## config.mk

```make
export PLATFORM = sky130hd
export DESIGN_NAME = ascon_perm_ctrl
export DESIGN_NICKNAME = d
export VERILOG_FILES = /design/src/rtl/ascon_perm_ctrl.sv
export SDC_FILE = /design/constraint.sdc
export NUM_CORES = 1
export LEC_CHECK = 0
export ABC_AREA = 1
export CAP_MARGIN = 20
export CORE_AREA = 2 2 637 639
export DETAILED_ROUTE_END_ITERATION = 7
export DIE_AREA = 0 0 639 641
export PLACE_DENSITY = 0.3
export SETUP_SLACK_MARGIN = 0.15
export SYNTH_ARGS = -nofsm -noshare
export SYNTH_HDL_FRONTEND = slang
export SYNTH_SLANG_ARGS = --single-unit
```

## constraint.sdc

```tcl
create_clock -name clk -period 2.1 [get_ports clk]
set_input_delay 0.315 -clock clk [delete_from_list [all_inputs] [get_ports clk]]
set_output_delay 0.315 -clock clk [all_outputs]
set_load 0.005 [all_outputs]
```

## src/rtl/ascon_perm_ctrl.sv

```systemverilog
// Sequencer for an external 6-stage Ascon round chain: runs pa/pb calls as
// 6-round (fast) or 2-round (compact) passes over a 320-bit state register.
module ascon_perm_ctrl #(
  parameter int unsigned PA_PASSES_FAST = 2,
  parameter int unsigned PB_PASSES_FAST = 1
) (
  input  logic         clk,
  input  logic         rst_n,
  input  logic         in_valid,
  output logic         in_ready,
  input  logic [319:0] in_state,
  input  logic         in_pb,
  input  logic         in_fast,
  output logic         out_valid,
  input  logic         out_ready,
  output logic [319:0] out_state,
  input  logic         abort,
  output logic         busy,
  output logic [319:0] chain_x_in,
  output logic [2:0]   chain_loop_num,
  output logic         chain_const_sel,
  output logic [5:0]   chain_enable,
  output logic         chain_compact_fast,
  input  logic [319:0] chain_x_out_6,
  input  logic [319:0] chain_x_out_2
);

  localparam int unsigned STATE_W  = 320;
  localparam int unsigned MAX_FAST = (PA_PASSES_FAST > PB_PASSES_FAST) ? PA_PASSES_FAST
                                                                        : PB_PASSES_FAST;
  localparam int unsigned N_MAX    = 3 * MAX_FAST;
  localparam int unsigned CNT_W    = ($clog2(N_MAX + 1) > 3) ? $clog2(N_MAX + 1) : 3;
  localparam logic [5:0]  EN_FAST    = 6'b111111;
  localparam logic [5:0]  EN_COMPACT = 6'b110000;

  typedef enum logic [1:0] {
    S_IDLE = 2'd0,
    S_RUN  = 2'd1,
    S_DONE = 2'd2
  } state_e;

  state_e             fsm_q, fsm_d;
  logic [STATE_W-1:0] state_reg_q, state_reg_d;
  logic [CNT_W-1:0]   pass_cnt_q, pass_cnt_d;
  logic               mode_pb_q, mode_pb_d;
  logic               mode_fast_q, mode_fast_d;
  logic               out_valid_q, out_valid_d;
  logic               busy_q, busy_d;
  logic [CNT_W-1:0]   last_pass_c;
  logic               accept_c;

  // Index of the final pass for the latched mode; compact runs 3x the passes.
  always_comb begin
    last_pass_c = '0;
    unique case ({mode_pb_q, mode_fast_q})
      2'b01:   last_pass_c = CNT_W'(PA_PASSES_FAST - 1);
      2'b00:   last_pass_c = CNT_W'(3 * PA_PASSES_FAST - 1);
      2'b11:   last_pass_c = CNT_W'(PB_PASSES_FAST - 1);
      default: last_pass_c = CNT_W'(3 * PB_PASSES_FAST - 1);
    endcase
  end

  assign in_ready = (fsm_q == S_IDLE) | ((fsm_q == S_DONE) & out_ready);
  assign accept_c = in_valid & in_ready;

  // Next-state: abort beats accept, accept beats pass progression.
  always_comb begin
    fsm_d       = fsm_q;
    state_reg_d = state_reg_q;
    pass_cnt_d  = pass_cnt_q;
    mode_pb_d   = mode_pb_q;
    mode_fast_d = mode_fast_q;
    if (abort) begin
      fsm_d = S_IDLE;
    end else if (accept_c) begin
      fsm_d       = S_RUN;
      state_reg_d = in_state;
      pass_cnt_d  = '0;
      mode_pb_d   = in_pb;
      mode_fast_d = in_fast;
    end else if (fsm_q == S_RUN) begin
      state_reg_d = mode_fast_q ? chain_x_out_6 : chain_x_out_2;
      pass_cnt_d  = pass_cnt_q + CNT_W'(1);
      if (pass_cnt_q == last_pass_c) begin
        fsm_d = S_DONE;
      end
    end else if ((fsm_q == S_DONE) && out_ready) begin
      fsm_d = S_IDLE;
    end
    out_valid_d = (fsm_d == S_DONE);
    busy_d      = (fsm_d == S_RUN);
  end

  always_ff @(posedge clk or negedge rst_n) begin
    if (!rst_n) begin
      fsm_q       <= S_IDLE;
      state_reg_q <= '0;
      pass_cnt_q  <= '0;
      mode_pb_q   <= 1'b0;
      mode_fast_q <= 1'b1;
      out_valid_q <= 1'b0;
      busy_q      <= 1'b0;
    end else begin
      fsm_q       <= fsm_d;
      state_reg_q <= state_reg_d;
      pass_cnt_q  <= pass_cnt_d;
      mode_pb_q   <= mode_pb_d;
      mode_fast_q <= mode_fast_d;
      out_valid_q <= out_valid_d;
      busy_q      <= busy_d;
    end
  end

  assign out_valid          = out_valid_q;
  assign busy               = busy_q;
  assign out_state          = state_reg_q;
  assign chain_x_in         = state_reg_q;
  assign chain_loop_num     = pass_cnt_q[2:0];
  assign chain_const_sel    = mode_pb_q;
  assign chain_compact_fast = mode_fast_q;
  assign chain_enable       = mode_fast_q ? EN_FAST : EN_COMPACT;

endmodule
```

==> Word-level counts from Yosys, hierarchy flattened <==
Cells that the tools add are included.
{ "classes": {"n_addsub": 1, "n_eq_ne": 7, "muxes": 12, "n_bitwise": 4, "n_reduce_logical": 6} }
{ "op_table": {"columns": ["operator", "count"], "rows": [
  ["$mux W320", 3],
  ["$mux W2", 5],
  ["$pmux W3 S3", 1],
  ["$eq A2 B1 Y1 const B", 3],
  ["$eq A2 B2 Y1 const B", 3],
  ["$mux W3", 2],
  ["$logic_not A2 Y1", 2],
  ["$mux W4", 1],
  ["$reduce_and A2 Y1", 2],
  ["$add A3 B1 Y3 const B", 1],
  ["$eq A3 B3 Y1", 1],
  ["$and A1 B1 Y1", 2],
  ["$reduce_bool A2 Y1", 1],
  ["$logic_and A1 B1 Y1", 1],
  ["$not A1 Y1", 1],
  ["$or A1 B1 Y1", 1]
]} }
{ "word_totals": {"regBits": 329, "input_bits": 967, "out_inout_bits": 654} }

==> Logic depth before layout (Yosys ltp) <==
Gate-level depths: netlist of the first run.
{ "logic_depth": {"ltp_word": 8, "mapped_depth": 11} }

==> Worst setup path before layout of the first run <==
OpenSTA, ideal clock, no wires.
{ "synth_timing": {"path_type": "register -> register", "from": "reg mode_fast_q, in the netlist chain_compact_fast", "to": "reg state_reg_q[23], in the netlist chain_x_in[23]", "setup_time_ns": 0.117, "arrival_ns": 1.683, "required_ns": 1.983, "path_slack_ns": 0.301, "path_stages_with_launch": 9, "path_buffers": 3, "synth_period_minus_slack_ns": 1.799, "path_cell_list": "dfstp_2 -> buf_2 -> clkbuf_1 -> buf_2 -> mux2_2 -> nand2_1 -> nand2_1 -> nand2_1 -> nand2_1"} }
{ "synth_via": {"elab_chain_len": 3} }
{ "synth_lines": {"columns": ["element", "line_no", "text"], "rows": [
  ["start, declared", "46", "logic mode_fast_q, mode_fast_d;"],
  ["start signal, assigned", "108", "mode_fast_q <= mode_fast_d;"],
  ["$mux W320", "82", "state_reg_d = mode_fast_q ? chain_x_out_6 : chain_x_out_2;"],
  ["$mux W320", "81", "end else if (fsm_q == S_RUN) begin"],
  ["$mux W320", "75", "end else if (accept_c) begin"],
  ["end signal, assigned", "105", "state_reg_q <= state_reg_d;"],
  ["end, declared", "43", "logic [STATE_W-1:0] state_reg_q, state_reg_d;"]
]} }
No other way between the ends. The select of a mux whose other input is x is not followed.
A chain may end at the register's enable or synchronous reset.

==> Worst setup path in the final report of the first run <==
{ "layout_timing": {"from": "reg mode_fast_q, in the netlist chain_compact_fast", "to": "reg state_reg_q[235], in the netlist chain_x_in[235]"} }
The elaborated chain is that of the path after synthesis.

==> metrics.cfg, run 1 <==
[outcome]
status = complete, but fails checks
violations = setup timing

[global_routing]
grt_max_degree = 90
antenna_found_initial = 114
grt_pass1_wl_mm = 362.0
use_met2 = 0.2430
track_usage = 0.1392
use_met3 = 0.08320
grt_pass1_vias = 29460
use_met1 = 0.1422
grt_remaining_overflow = 0
grt.busiest_layer = met2

[setup_path]
critPathArrivalTime_ns = 2.77
crit_fanout = 7
rrSetupSlack_ns = -0.08
crit_type = register to register
start_kind = register
critPathRequiredTime_ns = 2.68
critPathCaptureType = register

[sta]
finalHoldViolations = 0
tightestPinTransition_ns = 0.5952
clock_skew_ns = 0.04531
period_needed_ns = 2.185
fmax_mhz = 457.7
max_slew_margin = 0.6014
maxSlewViolCount = 0
setup_violations = 93
fin_crit_sh = 1.040
hold_ws_ns = 0.1116
fin_ws_ns = -0.08487
rsz0062_at_grt = yes

[logic_synthesis]
async_flop_share = 1.000
seq_area_frac_synth = 0.3563
netlist-cell-type-count = 22
ys_warn_count = 0
synth_top_area_frac = 0.3552
yosys.area.top_type = dfrtp_1
syn_area_um2 = 23110
ys_ff_latch = 329
synth.area.top_cells = dfrtp_1, nand2_1, mux2_2, buf_4, nand3_1
synth-edff-count = 0
postSynthCellCount = 3146
synth_area_per_cell_um2 = 7.346
synth_flop_cell = dfrtp_1

[route]
vias_per_cell = 2.869
drc = 0
ant_nets = 0
drt-pass1-iter-count = 7
wl_per_cell_um = 30.58
drtIter0Drc = 1905
routed_wl_mm = 307.4
num_vias = 28840

[clocking]
cts_tree = yes
clockRootBuffer = clkbuf_16
path_clk_slew_ns = 0.07
cts.path.max_buffers = 3
clk-insertion-delay-late_ns = 0.72
h-tree-depth = 2
cts.sinks = 329
cts_buffers = 52

[pwr]
switching_share = 0.4968
seq_power_share = 0.205
powerDensity_nw_per_um2 = 1319
p_leak_nw = 22.90
power_frac_comb = 0.643
intPower_mw = 33.81
clkPwrFrac = 0.152
p_sw_mw = 33.38
ir_drop_mv = 0.6569

[floorplan]
rows = 233
dieArea_um2 = 409600
start_util = 0.05749
pin_count = 1621
die_width_um = 639
fp.coreArea_um2 = 402000
die_h_um = 641

[finish]
final.fill_count = 46180
final_cell_count_no_fill = 10050
final_common_cell = nand2_1
area_growth_pct = 120.5
final_cell_mix = nand2_1, clkdlybuf4s50_1, buf_4, nand3_1, dlygate4sd2_1
fin_nets = 5663
drive_gt1_frac = 0.3007
fin_area_um2 = 50960
final_core_util = 0.1268

[place]
io_buffers = 1618
dp.cells = 9735
hpwl_mm = 264.0
place.gp.congestion = 0.8896
placed_area_um2 = 44390

[flow_run]
cap_violations = 0

[min_path]
hold_class = input port to async pin

through the flow:
| step | total power [mW] | setup TNS, ns | worst slack [ns] |
|---|---|---|---|
| floorplan | 24.97 | 0 | 0.3009 |
| global placement | 54.98 | -70.61 | -0.3650 |
| detailed placement | 54.86 | -69.39 | -0.3554 |
| CTS | 66.89 | -11.02 | -0.1371 |
| global route | 71.26 | -16.69 | -0.1510 |
| finish | 67.19 | -2.765 | -0.08487 |
sequential cells by signal (all words and copies together), names as in the netlist:
name	flops
busy	1
chain_compact_fast	1
chain_const_sel	1
chain_loop_num	3
chain_x_in	320
fsm_q	2
out_valid	1
power by group through the flow:
stage	logic (mW)	clock network, mW	registers [mW]
floorplan	13.0	0	12.0
global placement	40.6	0	14.4
detailed placement	40.4	0	14.5
CTS	42.3	10.7	13.9
global route	46.2	10.8	14.2
finish	43.2	10.2	13.8
per-layer routing:
metal	share of wire	vias to the layer above
met3	0.13	334
met4	0.023	84
met1	0.35	14220
li1	-	12850
met5	0.0018	-
met2	0.49	1353
cell usage after synthesis, types with 5 or more instances:
master / n
mux2_2: 304
o211ai_1: 16
nand3_1: 323
clkbuf_1: 72
buf_6: 19
buf_4: 330
nor2_1: 9
buf_2: 106
buf_1: 10
dfrtp_1: 328
o21ai_0: 5
inv_1: 29
nand2_1: 1586
final timing paths:
kind                                     from                 end  cells after the start
min                                     rst_n     chain_x_in[194]                      2
min reg2reg                   chain_x_in[193]     chain_x_in[193]                      2
min in group clk                      in_fast  chain_compact_fast                      3
max in group asynchronous               rst_n      chain_x_in[97]                      4
max                        chain_compact_fast     chain_x_in[235]                     11
max reg2reg                chain_compact_fast     chain_x_in[235]                     11
logic make-up (layout without fill, tap and decap cells):
| family | Yosys count | after routing | share of synthesized area |
|---|---|---|---|
| DFF | 329 | 329 | 0.3563 |
| AOI/OAI and AO/OA | 23 | 23 | 0.007200 |
| buffers and inverters | 567 | 2159 | 0.1576 |
| and+or+nand+nor | 1920 | 1920 | 0.3297 |
| other | 1 | 28 | 0.0001623 |
| muxes | 304 | 304 | 0.1481 |
| adders and majority gates | 1 | 1 | 0.0005413 |
| xor gates and xnor gates | 1 | 1 | 0.0003790 |
critical path, cell delays in order (launching register included):
cell	delay (ns)
dfstp_4	0.64
buf_12	0.13
buf_6	0.11
buf_12	0.12
buf_12	0.14
buf_16	0.16
buf_12	0.12
mux2_4	0.38
nand2_2	0.08
nand2_1	0.05
nand2_1	0.05
nand2_1	0.04
what timing repair did:
action,CTS,global route
endpoints found under the hold margin,183,0
gates cloned,10,35
hold buffers,2,0
setup buffers,111,35
resized for setup,1296,315
setup endpoints to repair,823,423
pin swaps,13,54
layout make-up:
| type | count | area [um^2] | share of cell area |
|---|---|---|---|
| repair buffers | 2030 | 21000 | 0.4121 |
| multi-input cells | 2251 | 12850 | 0.2522 |
| flip-flops and latches | 329 | 8344 | 0.1638 |
| well taps | 5287 | 6615 | 0.1298 |
| clock buffers | 67 | 1479 | 0.02902 |
| clock inverters | 31 | 450.4 | 0.008840 |
| inverters | 30 | 138.9 | 0.002726 |
| diodes | 26 | 65.06 | 0.001277 |
| repair inverters | 1 | 16.27 | 0.0003192 |
No activity file was read; power rests on OpenSTA's default activity.
==> run 2: changes to the inputs <==
CTS_CLUSTER_DIAMETER = 150   (was unset)
==> results of run 2 <==
Final layout, timing and power as in run 1 (identical DEF).
